File: src/rtl/datapath_bus_unit_pkg.sv
// Shared encodings for the datapath and the control FSM: bus-source codes,
// strobe bit positions and ALU opcodes.
package dp_pkg;

    localparam int unsigned STROBE_W = 16;

    // read_en bus-source select codes
    typedef enum logic [3:0] {
        SRC_NONE   = 4'd0,
        SRC_PC     = 4'd1,
        SRC_AR     = 4'd2,
        SRC_DR     = 4'd3,
        SRC_IR     = 4'd4,
        SRC_AC     = 4'd5,
        SRC_R      = 4'd6,
        SRC_R1     = 4'd7,
        SRC_R2     = 4'd8,
        SRC_R3     = 4'd9,
        SRC_R4     = 4'd10,
        SRC_DR_ALT = 4'd11,
        SRC_DM     = 4'd12,
        SRC_IM     = 4'd13
    } src_e;

    // Bit positions inside write_en / inc_en / clr_en
    localparam int unsigned BIT_PC     = 1;
    localparam int unsigned BIT_AR     = 2;
    localparam int unsigned BIT_IR     = 3;
    localparam int unsigned BIT_AC     = 4;
    localparam int unsigned BIT_R      = 5;
    localparam int unsigned BIT_R4     = 7;
    localparam int unsigned BIT_R3     = 8;
    localparam int unsigned BIT_R2     = 9;
    localparam int unsigned BIT_R1     = 10;
    localparam int unsigned BIT_DM     = 11;
    localparam int unsigned BIT_ALU_AC = 12;

    // ALU operations; unlisted codes pass AC through
    typedef enum logic [2:0] {
        ALU_NOP = 3'd0,
        ALU_ADD = 3'd1,
        ALU_SUB = 3'd2,
        ALU_MUL = 3'd3,
        ALU_SHL = 3'd4
    } alu_op_e;

endpackage

File: src/rtl/datapath_bus_unit_if.sv
// Control/memory-side signal bundle of the datapath. The control FSM (and
// memories) sit on the master side, the datapath on the slave side.
interface datapath_bus_unit_if #(
    parameter int unsigned DATA_W = 16,
    parameter int unsigned ADDR_W = 8,
    parameter int unsigned OPC_W  = 6
) ();
    logic [3:0]        read_en;
    logic [15:0]       write_en;
    logic [15:0]       inc_en;
    logic [15:0]       clr_en;
    logic [2:0]        alu_op;
    logic              halt;
    logic [DATA_W-1:0] dm_rdata;
    logic [DATA_W-1:0] im_rdata;
    logic [ADDR_W-1:0] dm_addr;
    logic [DATA_W-1:0] dm_wdata;
    logic              dm_we;
    logic [ADDR_W-1:0] im_addr;
    logic [OPC_W-1:0]  instruction;
    logic [15:0]       z;
    logic [DATA_W-1:0] bus_dbg;

    modport master (
        output read_en, write_en, inc_en, clr_en, alu_op, halt, dm_rdata, im_rdata,
        input  dm_addr, dm_wdata, dm_we, im_addr, instruction, z, bus_dbg
    );

    modport slave (
        input  read_en, write_en, inc_en, clr_en, alu_op, halt, dm_rdata, im_rdata,
        output dm_addr, dm_wdata, dm_we, im_addr, instruction, z, bus_dbg
    );
endinterface

File: src/rtl/datapath_bus_unit_alu.sv
// Combinational ALU. Results wrap modulo 2^DATA_W; no flags are produced.
module dp_alu
    import dp_pkg::*;
#(
    parameter int unsigned DATA_W = 16
) (
    input  logic [DATA_W-1:0] ac,
    input  logic [DATA_W-1:0] r,
    input  logic [2:0]        alu_op,
    output logic [DATA_W-1:0] result
);

    // Operation select; multiply keeps only the low DATA_W bits
    always_comb begin
        result = ac;
        case (alu_op)
            ALU_ADD: result = ac + r;
            ALU_SUB: result = ac - r;
            ALU_MUL: result = ac * r;
            ALU_SHL: result = ac << r[3:0];
            default: result = ac;
        endcase
    end

endmodule

File: src/rtl/datapath_bus_unit.sv
// Datapath responder to the control FSM: bus mux, architectural registers,
// ALU hookup and DM/IM port drive. halt freezes every register and dm_we.
module datapath_bus_unit
    import dp_pkg::*;
#(
    parameter int unsigned DATA_W = 16,
    parameter int unsigned ADDR_W = 8,
    parameter int unsigned OPC_W  = 6
) (
    input logic                clk,
    input logic                rst,
    datapath_bus_unit_if.slave bus
);

    logic [DATA_W-1:0] pc_q, pc_d;
    logic [DATA_W-1:0] ar_q, ar_d;
    logic [DATA_W-1:0] ir_q, ir_d;
    logic [DATA_W-1:0] ac_q, ac_d;
    logic [DATA_W-1:0] dr_q, dr_d;
    logic [DATA_W-1:0] r_q,  r_d;
    logic [DATA_W-1:0] r1_q, r1_d;
    logic [DATA_W-1:0] r2_q, r2_d;
    logic [DATA_W-1:0] r3_q, r3_d;
    logic [DATA_W-1:0] r4_q, r4_d;

    logic [DATA_W-1:0] bus_val;
    logic [DATA_W-1:0] alu_res;

    // Strobe bits with no assigned register are deliberately ignored
    logic unused_strobes;
    assign unused_strobes = ^{bus.write_en[15:13], bus.write_en[6], bus.write_en[0],
                              bus.inc_en[15:5], bus.inc_en[3:2], bus.inc_en[0],
                              bus.clr_en[15:5], bus.clr_en[3], bus.clr_en[0]};

    // Bus source multiplexer
    always_comb begin
        bus_val = '0;
        case (bus.read_en)
            SRC_PC:     bus_val = pc_q;
            SRC_AR:     bus_val = ar_q;
            SRC_DR:     bus_val = dr_q;
            SRC_IR:     bus_val = ir_q;
            SRC_AC:     bus_val = ac_q;
            SRC_R:      bus_val = r_q;
            SRC_R1:     bus_val = r1_q;
            SRC_R2:     bus_val = r2_q;
            SRC_R3:     bus_val = r3_q;
            SRC_R4:     bus_val = r4_q;
            SRC_DR_ALT: bus_val = dr_q;
            SRC_DM:     bus_val = bus.dm_rdata;
            SRC_IM:     bus_val = bus.im_rdata;
            default:    bus_val = '0;
        endcase
    end

    dp_alu #(.DATA_W(DATA_W)) u_alu (
        .ac     (ac_q),
        .r      (r_q),
        .alu_op (bus.alu_op),
        .result (alu_res)
    );

    // Next-state: clear beats write beats increment; ALU write beats bus write for AC
    always_comb begin
        pc_d = pc_q;
        ar_d = ar_q;
        ir_d = ir_q;
        ac_d = ac_q;
        dr_d = dr_q;
        r_d  = r_q;
        r1_d = r1_q;
        r2_d = r2_q;
        r3_d = r3_q;
        r4_d = r4_q;
        if (!bus.halt) begin
            if (bus.clr_en[BIT_PC])        pc_d = '0;
            else if (bus.write_en[BIT_PC]) pc_d = bus_val;
            else if (bus.inc_en[BIT_PC])   pc_d = pc_q + DATA_W'(1);

            if (bus.clr_en[BIT_AR])        ar_d = '0;
            else if (bus.write_en[BIT_AR]) ar_d = bus_val;

            if (bus.write_en[BIT_IR])      ir_d = bus_val;

            if (bus.clr_en[BIT_AC])            ac_d = '0;
            else if (bus.write_en[BIT_ALU_AC]) ac_d = alu_res;
            else if (bus.write_en[BIT_AC])     ac_d = bus_val;
            else if (bus.inc_en[BIT_AC])       ac_d = ac_q + DATA_W'(1);

            if (bus.write_en[BIT_R])  r_d  = bus_val;
            if (bus.write_en[BIT_R1]) r1_d = bus_val;
            if (bus.write_en[BIT_R2]) r2_d = bus_val;
            if (bus.write_en[BIT_R3]) r3_d = bus_val;
            if (bus.write_en[BIT_R4]) r4_d = bus_val;
        end
    end

    // Architectural registers; reset clears them immediately
    always_ff @(posedge clk or posedge rst) begin
        if (rst) begin
            pc_q <= '0;
            ar_q <= '0;
            ir_q <= '0;
            ac_q <= '0;
            dr_q <= '0;
            r_q  <= '0;
            r1_q <= '0;
            r2_q <= '0;
            r3_q <= '0;
            r4_q <= '0;
        end else begin
            pc_q <= pc_d;
            ar_q <= ar_d;
            ir_q <= ir_d;
            ac_q <= ac_d;
            dr_q <= dr_d;
            r_q  <= r_d;
            r1_q <= r1_d;
            r2_q <= r2_d;
            r3_q <= r3_d;
            r4_q <= r4_d;
        end
    end

    // Memory ports and status back to the control FSM
    assign bus.dm_addr     = ar_q[ADDR_W-1:0];
    assign bus.im_addr     = pc_q[ADDR_W-1:0];
    assign bus.dm_wdata    = bus_val;
    assign bus.dm_we       = bus.write_en[BIT_DM] & ~bus.halt;
    assign bus.instruction = ir_q[OPC_W-1:0];
    assign bus.z           = {15'b0, (ac_q == '0)};
    assign bus.bus_dbg     = bus_val;

endmodule

File: src/flat_wrapper.sv
// flat-port wrapper written by rule: the top's interface ports become plain ports
module datapath_bus_unit_flat import dp_pkg::*;
#(
    parameter int unsigned DATA_W = 16,
    parameter int unsigned ADDR_W = 8,
    parameter int unsigned OPC_W  = 6
)
  (clk, rst, bus_read_en, bus_write_en, bus_inc_en, bus_clr_en, bus_alu_op, bus_halt, bus_dm_rdata, bus_im_rdata, bus_dm_addr, bus_dm_wdata, bus_dm_we, bus_im_addr, bus_instruction, bus_z, bus_bus_dbg);
  datapath_bus_unit_if #(.DATA_W(DATA_W), .ADDR_W(ADDR_W), .OPC_W(OPC_W)) bus_i ();
  input logic clk;
  input logic rst;
  input wire logic [$bits(bus_i.read_en)-1:0] bus_read_en;
  input wire logic [$bits(bus_i.write_en)-1:0] bus_write_en;
  input wire logic [$bits(bus_i.inc_en)-1:0] bus_inc_en;
  input wire logic [$bits(bus_i.clr_en)-1:0] bus_clr_en;
  input wire logic [$bits(bus_i.alu_op)-1:0] bus_alu_op;
  input wire logic [$bits(bus_i.halt)-1:0] bus_halt;
  input wire logic [$bits(bus_i.dm_rdata)-1:0] bus_dm_rdata;
  input wire logic [$bits(bus_i.im_rdata)-1:0] bus_im_rdata;
  output wire logic [$bits(bus_i.dm_addr)-1:0] bus_dm_addr;
  output wire logic [$bits(bus_i.dm_wdata)-1:0] bus_dm_wdata;
  output wire logic [$bits(bus_i.dm_we)-1:0] bus_dm_we;
  output wire logic [$bits(bus_i.im_addr)-1:0] bus_im_addr;
  output wire logic [$bits(bus_i.instruction)-1:0] bus_instruction;
  output wire logic [$bits(bus_i.z)-1:0] bus_z;
  output wire logic [$bits(bus_i.bus_dbg)-1:0] bus_bus_dbg;
  assign bus_i.read_en = bus_read_en;
  assign bus_i.write_en = bus_write_en;
  assign bus_i.inc_en = bus_inc_en;
  assign bus_i.clr_en = bus_clr_en;
  assign bus_i.alu_op = bus_alu_op;
  assign bus_i.halt = bus_halt;
  assign bus_i.dm_rdata = bus_dm_rdata;
  assign bus_i.im_rdata = bus_im_rdata;
  assign bus_dm_addr = bus_i.dm_addr;
  assign bus_dm_wdata = bus_i.dm_wdata;
  assign bus_dm_we = bus_i.dm_we;
  assign bus_im_addr = bus_i.im_addr;
  assign bus_instruction = bus_i.instruction;
  assign bus_z = bus_i.z;
  assign bus_bus_dbg = bus_i.bus_dbg;
  datapath_bus_unit #(.DATA_W(DATA_W), .ADDR_W(ADDR_W), .OPC_W(OPC_W)) u_core (.clk(clk), .rst(rst), .bus(bus_i));
endmodule
File: config.mk
export PLATFORM = sky130hd
export DESIGN_NAME = datapath_bus_unit_flat
export DESIGN_NICKNAME = d
export VERILOG_FILES = /design/src/rtl/datapath_bus_unit_pkg.sv /design/src/rtl/datapath_bus_unit_if.sv /design/src/rtl/datapath_bus_unit_alu.sv /design/src/rtl/datapath_bus_unit.sv /design/src/flat_wrapper.sv
export SDC_FILE = /design/constraint.sdc
export NUM_CORES = 1
export LEC_CHECK = 0
export BUFFER_PORTS_ARGS = -buffer_cell sky130_fd_sc_hd__buf_2
export CAP_MARGIN = 20
export CORE_MARGIN = 1.5
export CORE_UTILIZATION = 29
export CTS_CLUSTER_DIAMETER = 80
export DETAILED_ROUTE_END_ITERATION = 10
export MAX_ROUTING_LAYER = met4
export SYNTH_ARGS = -nofsm -noshare
export SYNTH_HDL_FRONTEND = slang
export SYNTH_SLANG_ARGS = --single-unit
File: constraint.sdc
create_clock -name clk -period 7.3 [get_ports clk]
set_input_delay 1.095 -clock clk [delete_from_list [all_inputs] [get_ports clk]]
set_output_delay 1.095 -clock clk [all_outputs]
set_load 0.01 [all_outputs]
==> results.yml <==
logic_synthesis:
  netlist_area_um2: 13600
  ys_types: 77
  synth_top_cell_by_area: "dfrtp_1"
  synth_edf_count: 0
  seq_area_frac_synth: 0.264
  synthCells: 1628
  async_flop_share: 1.00
  synth_top_cell_area_share: 0.264
  ys_seq_elements: 144
  synthTopCellsByArea: "dfrtp_1 26%, fa_1 12%, nand2_1 6.9%"
  post_synth.cell_area_avg_um2: 8.38
  synth_warnings: 0
  synth_ff_type: "dfrtp_1"
critical_path:
  crit_buf_inv: 5
  required_ns: 7.64
  cp-start-kind: "flip-flop"
  crit_path_max_incr_delay_ns: 0.55
  criticalPathCategory: "reg -> reg"
  endpoint_kind: "flip-flop"
  path_cells: "buf_4 > and2_1 > fa_1 > inv_1 > fa_1 > fa_1 > fa_1 > inv_1 > fa_1 > inv_1 > fa_1 > inv_1 > ha_1 > a21o_1 > a21oi_1 > o21ai_0 > a31o_2 > a21oi_1 > xnor2_1 > a21oi_1 > o31ai_1"
  cp.arrival_ns: 6.62
  crit_family: "adder cells"
  cp_max_fo: 8
  crit_top_cell: "fa_1"
  crit_slowest_cell: "dfrtp_1"
clocking:
  clockBufferDepth: 2
  cts.clk_slew.worst_paths_ns: 0.06
  cts_made_buffers: 17
  numClockSinks: 144
  hold_buffers: 0
  insertion_delay_ns: 0.44
  cts_tree: "done"
  cts_root_buf: "clkbuf_16"
  cts_resized: 0
  htree_levels: 4
  postCtsSetupRepairBufs: 0
final_layout:
  syn_to_final_growth_pct: 10.4
  nNetsFinal: 1886
  fillers: 4959
  num_antenna_cells: 0
  multi_input_area_um2: 8640
  drive_gt1_frac: 0.143
  final_cell_mix: "250 x nand2_1, 153 x o21ai_0, 144 x dfrtp_1"
  layout_commonest_cell: "nand2_1"
  seqCellArea_um2: 3600
place:
  io_buffer_count: 113
  dpl.hpwl_um: 34400
  routabilityCongestion: 0.928
hold_path:
  hold_class: "reg -> reg"
global_route:
  grt-ovfl-total: 0
  grt_max_degree: 80
  grt_pass1_vias: 11648
  groute.layer.met3.usage: 0.0215
  grt_use_total: 0.200
  grt_pass1_wl_um: 71200
  antenna_found_initial: 0
  grt.met2_usage: 0.326
  use_met1: 0.255
  grt.busiest_layer: "met2"
routing:
  routed_wl_um: 46500
  route.detailed.drc: 0
  drtAntennaViolNets: 0
  drt_iter0_markers: 1179
  wl_per_cell_um: 20.5
  num_vias: 12137
  viasPerCell: 5.36
  firstDrtPassIters: 6
floorplanning:
  row_count: 79
  die-area_um2: 48400
  pin_count: 161
  core-area_um2: 46500
  initial_core_util: 0.294
  die_x_um: 220
  die_h_um: 220
sta:
  slew-limit-headroom: 0.269
  fin_crit_sh: 0.860
  post-route-min-period_ns: 6.28
  finalSetupViolCount: 0
  clock.fmax_mhz: 159
  fin_tns_setup_ns: 0
  final_max_slew_viol_count: 0
  worstMarginPinSlew_ns: 1.10
  final-hold-violation-count: 0
  skew_ns: 0.00806
  rsz0062_at_grt: "false"
  fin_hold_ws_ns: 0.480
pwr:
  p_leak_nw: 6.97
  pwr_density_cell_nw_per_um2: 236
  vdd_drop_max_mv: 0.226
run:
  cap_violations: 0
run_status:
  status: "complete, no violations"
cell type report:
type | count | share of cell area
Clock buffer | 18 | 0.0292
Sequential cell | 144 | 0.239
Multi-Input combinational cell | 1177 | 0.574
Inverter | 148 | 0.0372
Timing Repair Buffer | 157 | 0.0597
Tap cell | 607 | 0.0504
Clock inverter | 14 | 0.0103
cell usage after synthesis, types with 5 or more instances:
cell,instances
fa_1,81
a211oi_1,5
clkbuf_1,92
o41ai_1,7
nand2_1,250
and2_1,65
o21ai_0,153
ha_1,70
a21o_1,8
nand2b_1,9
nor2_1,79
xor2_1,28
and4_1,7
a222oi_1,11
nor3_1,16
dfrtp_1,144
xnor2_1,48
buf_2,20
a31oi_1,5
nand4_1,7
nor4_1,8
a22o_1,28
o21ai_1,21
a221oi_1,30
o211ai_1,5
a22oi_1,23
mux2i_1,16
or2_2,5
mux4_2,5
and3_1,25
a21oi_1,46
o21bai_1,5
inv_1,132
inv_2,15
buf_4,57
nand3_1,19
mux2_2,6
logic make-up after synthesis:
kind of cell | synth area share
AOI/OAI and AO/OA | 0.185
buffers and inverters | 0.106
other | 0.000275
and+or+nand+nor | 0.184
xor gates and xnor gates | 0.0504
DFF | 0.264
adders and majority gates | 0.183
muxes | 0.0260
layer usage:
layer | up-vias | routed length [um]
li1 | 5506 | -
met1 | 5960 | 19300
met2 | 582 | 22200
met3 | 89 | 3330
met4 | 0 | 1670
met5 | - | 0
worst register-to-register path: stages (launching register included):
cell	delay, ns
dfrtp_1	0.55
buf_4	0.26
and2_1	0.16
fa_1	0.54
inv_1	0.05
fa_1	0.46
fa_1	0.49
fa_1	0.55
inv_1	0.05
fa_1	0.48
inv_1	0.05
fa_1	0.47
inv_1	0.05
ha_1	0.34
a21o_1	0.19
a21oi_1	0.23
o21ai_0	0.21
a31o_2	0.29
a21oi_1	0.22
xnor2_1	0.14
a21oi_1	0.13
o31ai_1	0.28
final timing paths:
kind                                  from               to  slack [ns]  depth (start not counted)
max in group asynchronous              rst  u_core.r4_q[13]        5.15                          3
setup reg to reg            u_core.ac_q[7]  u_core.ac_q[15]        1.02                         21
hold reg to reg            u_core.r1_q[15]  u_core.r1_q[15]        0.48                          2
min in group asynchronous              rst  u_core.pc_q[15]        0.81                          2
setup / recovery            u_core.ac_q[7]  u_core.ac_q[15]        1.02                         21
hold / removal             u_core.r1_q[15]  u_core.r1_q[15]        0.48                          2
power by group:
part           internal, mW  total [mW]  switching (mW)  leakage [nW]
clock                 0.517       0.892           0.375         0.293
combinational         0.617        1.60           0.981          4.73
sequential            0.901        1.07           0.169          1.95
metrics by stage:
step	std cells	util	total power, mW	instance area, um2	worst slack, ns
6_report	2265	0.324	3.56	15100	1.02
3_3_place_gp	2232	0.311	2.63	14500	1.11
4_1_cts	2264	0.324	3.56	15000	1.03
5_1_grt	2265	0.324	3.78	15100	0.638
2_1_floorplan	1642	-	2.16	13700	1.17
3_5_place_dp	2232	0.311	2.66	14500	1.05
No activity file was read; power rests on OpenSTA's default activity.
